--- src/rtl/i2s_serializer.sv ---
// Parallel-to-I2S output stage: double-buffers one L/R sample pair and emits a free-running Philips I2S stream.
// Build option: define I2S_MUTE_ON_UNDERRUN_EN to send silence on underrun instead of repeating the last pair.
module i2s_serializer #(
    parameter int WIDTH     = 16,
    parameter int SLOT_BITS = 32,
    parameter int BCLK_DIV  = 2
) (
    input  logic                    i_clk,
    input  logic                    i_rst_n,
    input  logic signed [WIDTH-1:0] i_data_l,
    input  logic signed [WIDTH-1:0] i_data_r,
    input  logic                    i_valid,
    output logic                    o_bclk,
    output logic                    o_lrck,
    output logic                    o_sdata,
    output logic                    o_underrun,
    output logic                    o_overrun
);
    localparam int FRAME_BITS = 2 * SLOT_BITS;
    localparam int DIV_W      = (BCLK_DIV > 1) ? $clog2(BCLK_DIV) : 1;
    localparam int CNT_W      = $clog2(FRAME_BITS);
    localparam logic [DIV_W-1:0] DIV_LAST = DIV_W'(BCLK_DIV - 1);
    localparam logic [CNT_W-1:0] CNT_LAST = CNT_W'(FRAME_BITS - 1);
    localparam logic [CNT_W-1:0] SLOT     = CNT_W'(SLOT_BITS);
    localparam logic [CNT_W-1:0] K_LAST   = CNT_W'(WIDTH);

    logic [DIV_W-1:0]        div_cnt;
    logic [CNT_W-1:0]        bit_cnt;
    logic [CNT_W-1:0]        bit_nxt;
    logic [CNT_W-1:0]        k_nxt;
    logic                    fall;
    logic                    frame_load;
    logic                    slot_r_nxt;
    logic                    data_bit;
    logic                    pend_v;
    logic                    underrun_nxt;
    logic signed [WIDTH-1:0] pend_l, pend_r;
    logic signed [WIDTH-1:0] sh_l, sh_r;
    logic signed [WIDTH-1:0] last_l, last_r;
    logic signed [WIDTH-1:0] src_l, src_r;

    // Every data-side event happens on the i_clk cycle in which BCLK is registered falling.
    assign fall       = (div_cnt == DIV_LAST) && o_bclk;
    assign bit_nxt    = (bit_cnt == CNT_LAST) ? '0 : bit_cnt + CNT_W'(1);
    assign frame_load = fall && (bit_cnt == CNT_LAST);
    assign slot_r_nxt = (bit_nxt >= SLOT);
    assign k_nxt      = slot_r_nxt ? bit_nxt - SLOT : bit_nxt;
    assign data_bit   = (k_nxt != '0) && (k_nxt <= K_LAST);

    // A strobe landing on the load cycle bypasses the pending buffer so it is sent this frame.
    always_comb begin
        src_l        = pend_l;
        src_r        = pend_r;
        underrun_nxt = 1'b0;
        if (i_valid) begin
            src_l = i_data_l;
            src_r = i_data_r;
        end else if (!pend_v) begin
            underrun_nxt = 1'b1;
`ifdef I2S_MUTE_ON_UNDERRUN_EN
            src_l = '0;
            src_r = '0;
`else
            src_l = last_l;
            src_r = last_r;
`endif
        end
    end

    always_ff @(posedge i_clk or negedge i_rst_n) begin
        if (!i_rst_n) begin
            div_cnt    <= '0;
            o_bclk     <= 1'b0;
            bit_cnt    <= CNT_LAST;
            o_lrck     <= 1'b1;
            o_sdata    <= 1'b0;
            o_underrun <= 1'b0;
            o_overrun  <= 1'b0;
            pend_v     <= 1'b0;
            last_l     <= '0;
            last_r     <= '0;
        end else begin
            o_underrun <= frame_load && underrun_nxt;
            o_overrun  <= i_valid && pend_v && !frame_load;

            if (div_cnt == DIV_LAST) begin
                div_cnt <= '0;
                o_bclk  <= !o_bclk;
            end else begin
                div_cnt <= div_cnt + DIV_W'(1);
            end

            if (fall) begin
                bit_cnt <= bit_nxt;
                o_lrck  <= slot_r_nxt;
                o_sdata <= data_bit ? (slot_r_nxt ? sh_r[WIDTH-1] : sh_l[WIDTH-1]) : 1'b0;
            end

            if (frame_load) begin
                pend_v <= 1'b0;
                last_l <= src_l;
                last_r <= src_r;
            end else if (i_valid) begin
                pend_v <= 1'b1;
            end
        end
    end

    // Sample storage needs no reset: pend_v and the frame load gate every read of it.
    always_ff @(posedge i_clk) begin
        if (i_valid) begin
            pend_l <= i_data_l;
            pend_r <= i_data_r;
        end
        if (frame_load) begin
            sh_l <= src_l;
            sh_r <= src_r;
        end else if (fall && data_bit) begin
            if (slot_r_nxt) begin
                sh_r <= sh_r << 1;
            end else begin
                sh_l <= sh_l << 1;
            end
        end
    end
endmodule

--- config.mk ---
export PLATFORM = sky130hd
export DESIGN_NAME = i2s_serializer
export DESIGN_NICKNAME = d
export VERILOG_FILES = /design/src/rtl/i2s_serializer.sv
export SDC_FILE = /design/constraint.sdc
export NUM_CORES = 1
export LEC_CHECK = 0
export BUFFER_PORTS_ARGS = -buffer_cell sky130_fd_sc_hd__buf_2
export CELL_PAD_IN_SITES_DETAIL_PLACEMENT = 0
export CELL_PAD_IN_SITES_GLOBAL_PLACEMENT = 1
export CORE_ASPECT_RATIO = 2
export CORE_MARGIN = 2
export CORE_UTILIZATION = 45
export DETAILED_ROUTE_END_ITERATION = 8
export PLACE_DENSITY_LB_ADDON = 0.1
export SETUP_SLACK_MARGIN = 0.3
export SLEW_MARGIN = 20
export SYNTH_ARGS = -nofsm -noshare
export SYNTH_HDL_FRONTEND = slang
export SYNTH_SLANG_ARGS = --single-unit
--- constraint.sdc ---
create_clock -name i_clk -period 3.8 [get_ports i_clk]
set_input_delay 0.38 -clock i_clk [delete_from_list [all_inputs] [get_ports i_clk]]
set_output_delay 0.38 -clock i_clk [all_outputs]
set_load 0.005 [all_outputs]
==> results.txt <==
- Post-Route Setup TNS: 0 ps
* Yosys synthesis warning count: 0
- The initialized floorplan defines 53 standard-cell rows.
- Measured along the x axis, the die boundary spans approximately 77 um.
- I/O pin count: 40
- Highest Clock Rate: ~450 MHz
- RSZ-0062 raised after global routing: no
- Counting the buffers created by CTS gives 9.
- For the worst setup path, the data arrival time is between 2000 and 2500 ps.
* Antenna violations before repair: 0
* Number of max-cap violations: 0
- Via count of the first global-routing pass: 2880
- Number of synthesized register bits: 109
- Routability-driven placement finished with a final weighted congestion of 0.7215.
* Worst IR Drop VDD: 0.3014 mV
* Post-detailed-placement half-perimeter wirelength: between 5000 and 6000 um
- Full die area: 0.01147 mm^2
- Final Hold Fails: 0
* Final routed wire length divided by cell count: 16.13 um
- Fill cells in the final layout number about 960.
- Internal power comes to 1808 uW.
- Worst skew pair latency: 340 ps
* Starting utilization of the core area: between 40% and 50%
- The library cell used most frequently in the layout, excluding fill and tap cells, is sky130_fd_sc_hd__edfxtp_1.
* Clock share of power: 37.9%
* Number of remaining DRC errors: 0
- The number of pins exceeding their max-slew limit in the final report is 0.
- The min-delay analysis places its worst path in the category input port to asynchronous set/reset pin.
- Core Area: 0.01041 mm^2
- Headroom to the max-slew limit came out at 31.89%.
* Period Utilization, post-route: 58.83%
* Antenna-violating nets left: 0
- For this design the static power due to leakage is 0.002548 uW.
* Mapped Avg Cell Area: 13.81 um^2
* Element type at the critical path end: flip-flop
- Across every metal layer, demand over resource in global routing totals 15.95%.
- Power comes to 2300 uW.
- Setup violations remaining at the end of the flow were counted as 0.
- CTS Sinks: 109
- Total nets after synthesis: ~380
- For the worst setup path, the data required time is 3900 ps.
* Post-route minimum period: 2235 ps
- In this run the worst path has a maximum fanout of 62.
- Sequential group share of total power: 57.1%
* Bufs on Longest Clock Path: 2
- Netlist area before placement: around 0.0048 mm^2
* Critical path class: flip-flop to flip-flop
- Number of levels in the clock H-tree: 3
- Clock-pin slew was measured on the worst setup and hold paths at 70 ps.
* Cts repair resizes: 0
* Combinational share of power: 5.0%
* Nets: between 400 and 500
- Congestion Overflow GR: 0
* Worst Max-Slew Pin Slew: slightly above 1000 ps
* Pwr/cell area: about 430 mW/mm^2
- Clock Tree Root: sky130_fd_sc_hd__clkbuf_16
* Number of standard cells after synthesis: 345
- Worst setup SP type: flip-flop
- After detailed routing, the total wire length is 8390 um.
* Ant. Diodes: 0
- Most frequent cells in the layout: 64 x sky130_fd_sc_hd__edfxtp_1, 63 x sky130_fd_sc_hd__a21o_1, 38 x sky130_fd_sc_hd__dfrtp_1, 38 x sky130_fd_sc_hd__buf_2
- The number of different library cells used by synthesis comes to 37.
- Using the TritonRoute via totals, the vias-per-cell ratio works out to ~5.4.
- The critical path starts at bit_cnt[0].
- Hold repair after CTS inserted 0 buffers.
- Of the synthesized area, sequential elements account for 64.17%.
- Sw Pwr: 492.1 uW
* DRT Pass-1 Iters: 4
- Largest net degree at the start of global routing: 74
- CTS tree: done
- Area added between synthesis and finish: 12.42%
- After the first detailed-routing iteration, the DRC count stood at 195.
* Number of I/O port buffers: 39
- Number of vias after detailed routing: roughly 2800
- R2r startpoint: bit_cnt[0]
* Proportion of total power due to net switching: 21.40%
- The first global-routing pass estimated approximately 14000 um of wire.
* Clock Skew: 7.106 ps
- In the final layout, the share of cells above drive strength 1 is 26.11%.
* Floorplan die height: 149.5 um
- Post-CTS setup-driven buffer insertion count: 0
- Status: finished clean
==> critical path: stages, from the launching register on <==
cell                      delay, ps
sky130_fd_sc_hd__dfstp_2        560
sky130_fd_sc_hd__ha_1           280
sky130_fd_sc_hd__nand4_4        500
sky130_fd_sc_hd__buf_12         410
sky130_fd_sc_hd__a21o_1         210
==> routing by layer <==
layer / up-vias / global-route usage (%) / part of all wire [%]
li1: 1344 / - / -
met1: 1398 / 19.05 / 42
met2: 33 / 27.46 / 54
met3: 7 / 3.920 / 2.8
met4: 0 / 6.455 / 1.4
met5: - / 0 / 0
==> path summary, 6_finish.rpt <==
check / end / slack (ps) / cells past startpoint
worst max register to register: sh_r[8] / 1560 / 4
worst min register to register: last_l[14] / 480 / 1
worst min-delay path: last_l[11] / 100 / 1
max in group asynchronous: bit_cnt[1] / 2930 / 2
min in group i_clk: pend_l[4] / 220 / 1
worst max-delay path: sh_r[8] / 1560 / 4
==> cells in the mapped netlist <==
cell type	number	share of area, %
sky130_fd_sc_hd__edfxtp_1	64	40
sky130_fd_sc_hd__a21o_1	63	9.9
sky130_fd_sc_hd__dfrtp_1	38	20
sky130_fd_sc_hd__mux2_2	30	7.1
sky130_fd_sc_hd__mux2i_1	30	6.3
sky130_fd_sc_hd__nor2_1	30	2.4
sky130_fd_sc_hd__buf_2	15	1.6
sky130_fd_sc_hd__nand2_1	14	1.1
sky130_fd_sc_hd__dfstp_2	7	3.9
sky130_fd_sc_hd__o21ai_0	7	0.74
sky130_fd_sc_hd__clkbuf_1	5	0.39
sky130_fd_sc_hd__a21oi_1	4	0.42
sky130_fd_sc_hd__nor3_1	4	0.42
sky130_fd_sc_hd__and2_1	3	0.39
sky130_fd_sc_hd__nand3_1	3	0.32
sky130_fd_sc_hd__a211o_1	2	0.37
sky130_fd_sc_hd__buf_6	2	0.47
sky130_fd_sc_hd__inv_1	2	0.16
sky130_fd_sc_hd__nand2b_1	2	0.26
sky130_fd_sc_hd__o22ai_1	2	0.26
sky130_fd_sc_hd__xnor2_1	2	0.37
sky130_fd_sc_hd__a211oi_1	1	0.16
sky130_fd_sc_hd__a311oi_1	1	0.18
sky130_fd_sc_hd__a31o_2	1	0.18
sky130_fd_sc_hd__a31oi_1	1	0.13
sky130_fd_sc_hd__a32oi_1	1	0.18
sky130_fd_sc_hd__and3_1	1	0.13
sky130_fd_sc_hd__and3_4	1	0.24
sky130_fd_sc_hd__and4_1	1	0.18
sky130_fd_sc_hd__ha_1	1	0.26
sky130_fd_sc_hd__nand4_2	1	0.26
sky130_fd_sc_hd__nor3b_1	1	0.16
sky130_fd_sc_hd__nor4_1	1	0.13
sky130_fd_sc_hd__o21a_1	1	0.16
sky130_fd_sc_hd__o31ai_1	1	0.16
sky130_fd_sc_hd__o41ai_1	1	0.18
sky130_fd_sc_hd__xor2_1	1	0.18
==> kinds of logic after synthesis <==
kind of cell | count (synthesis) | synth area share, %
AO/OA/AOI/OAI | 86 | 13.06
XOR/XNOR | 3 | 0.5517
flip-flops | 109 | 64.17
multiplexers | 60 | 13.40
AND/OR/NAND/NOR | 62 | 5.963
adder cells (fa/ha/maj) | 1 | 0.2626
buffers and inverters | 24 | 2.600
==> power by group through the flow <==
stage                     combinational, uW  clock [uW]  sequential [uW]
after floorplan                        69.2           0             1330
after CTS                               119         907             1310
final                                   116         872             1310
after global placement                  116           0             1340
after detailed placement                118           0             1340
after global routing                    131         961             1320
==> sequential cells by signal, indices dropped and copies added (netlist names) <==
register,count
last_r,16
bit_cnt,6
o_lrck,1
o_sdata,1
last_l,16
o_underrun,1
pend_l,16
sh_l,16
sh_r,16
pend_v,1
div_cnt,1
pend_r,16
o_bclk,1
o_overrun,1
==> per-stage QoR <==
stage               utilization, %  hold WS [ps]  instances  setup WS [ps]  instance area, um^2
global placement             48.79         456.1        504           1618                 5080
CTS                          51.44         121.9        520           1543                 5355
detailed placement           48.79         463.5        504           1534                 5080
floorplan                        -         84.41        345          987.0                 4763
global route                 51.44         151.0        520           1383                 5355
finish                       51.44         97.81        520           1565                 5355
==> area by class of cell <==
cell class                      count  area, um^2  share of cell area (%)
Tap cell                          137       171.4                   3.201
Clock buffer                       10       229.0                   4.276
Inverter                            2       7.507                  0.1402
Multi-Input combinational cell    212        1597                   29.81
Clock inverter                      6       46.29                  0.8645
Sequential cell                   109        3057                   57.08
Timing Repair Buffer               44       247.7                   4.626
Note: power is estimated with default switching activity, not from simulation.
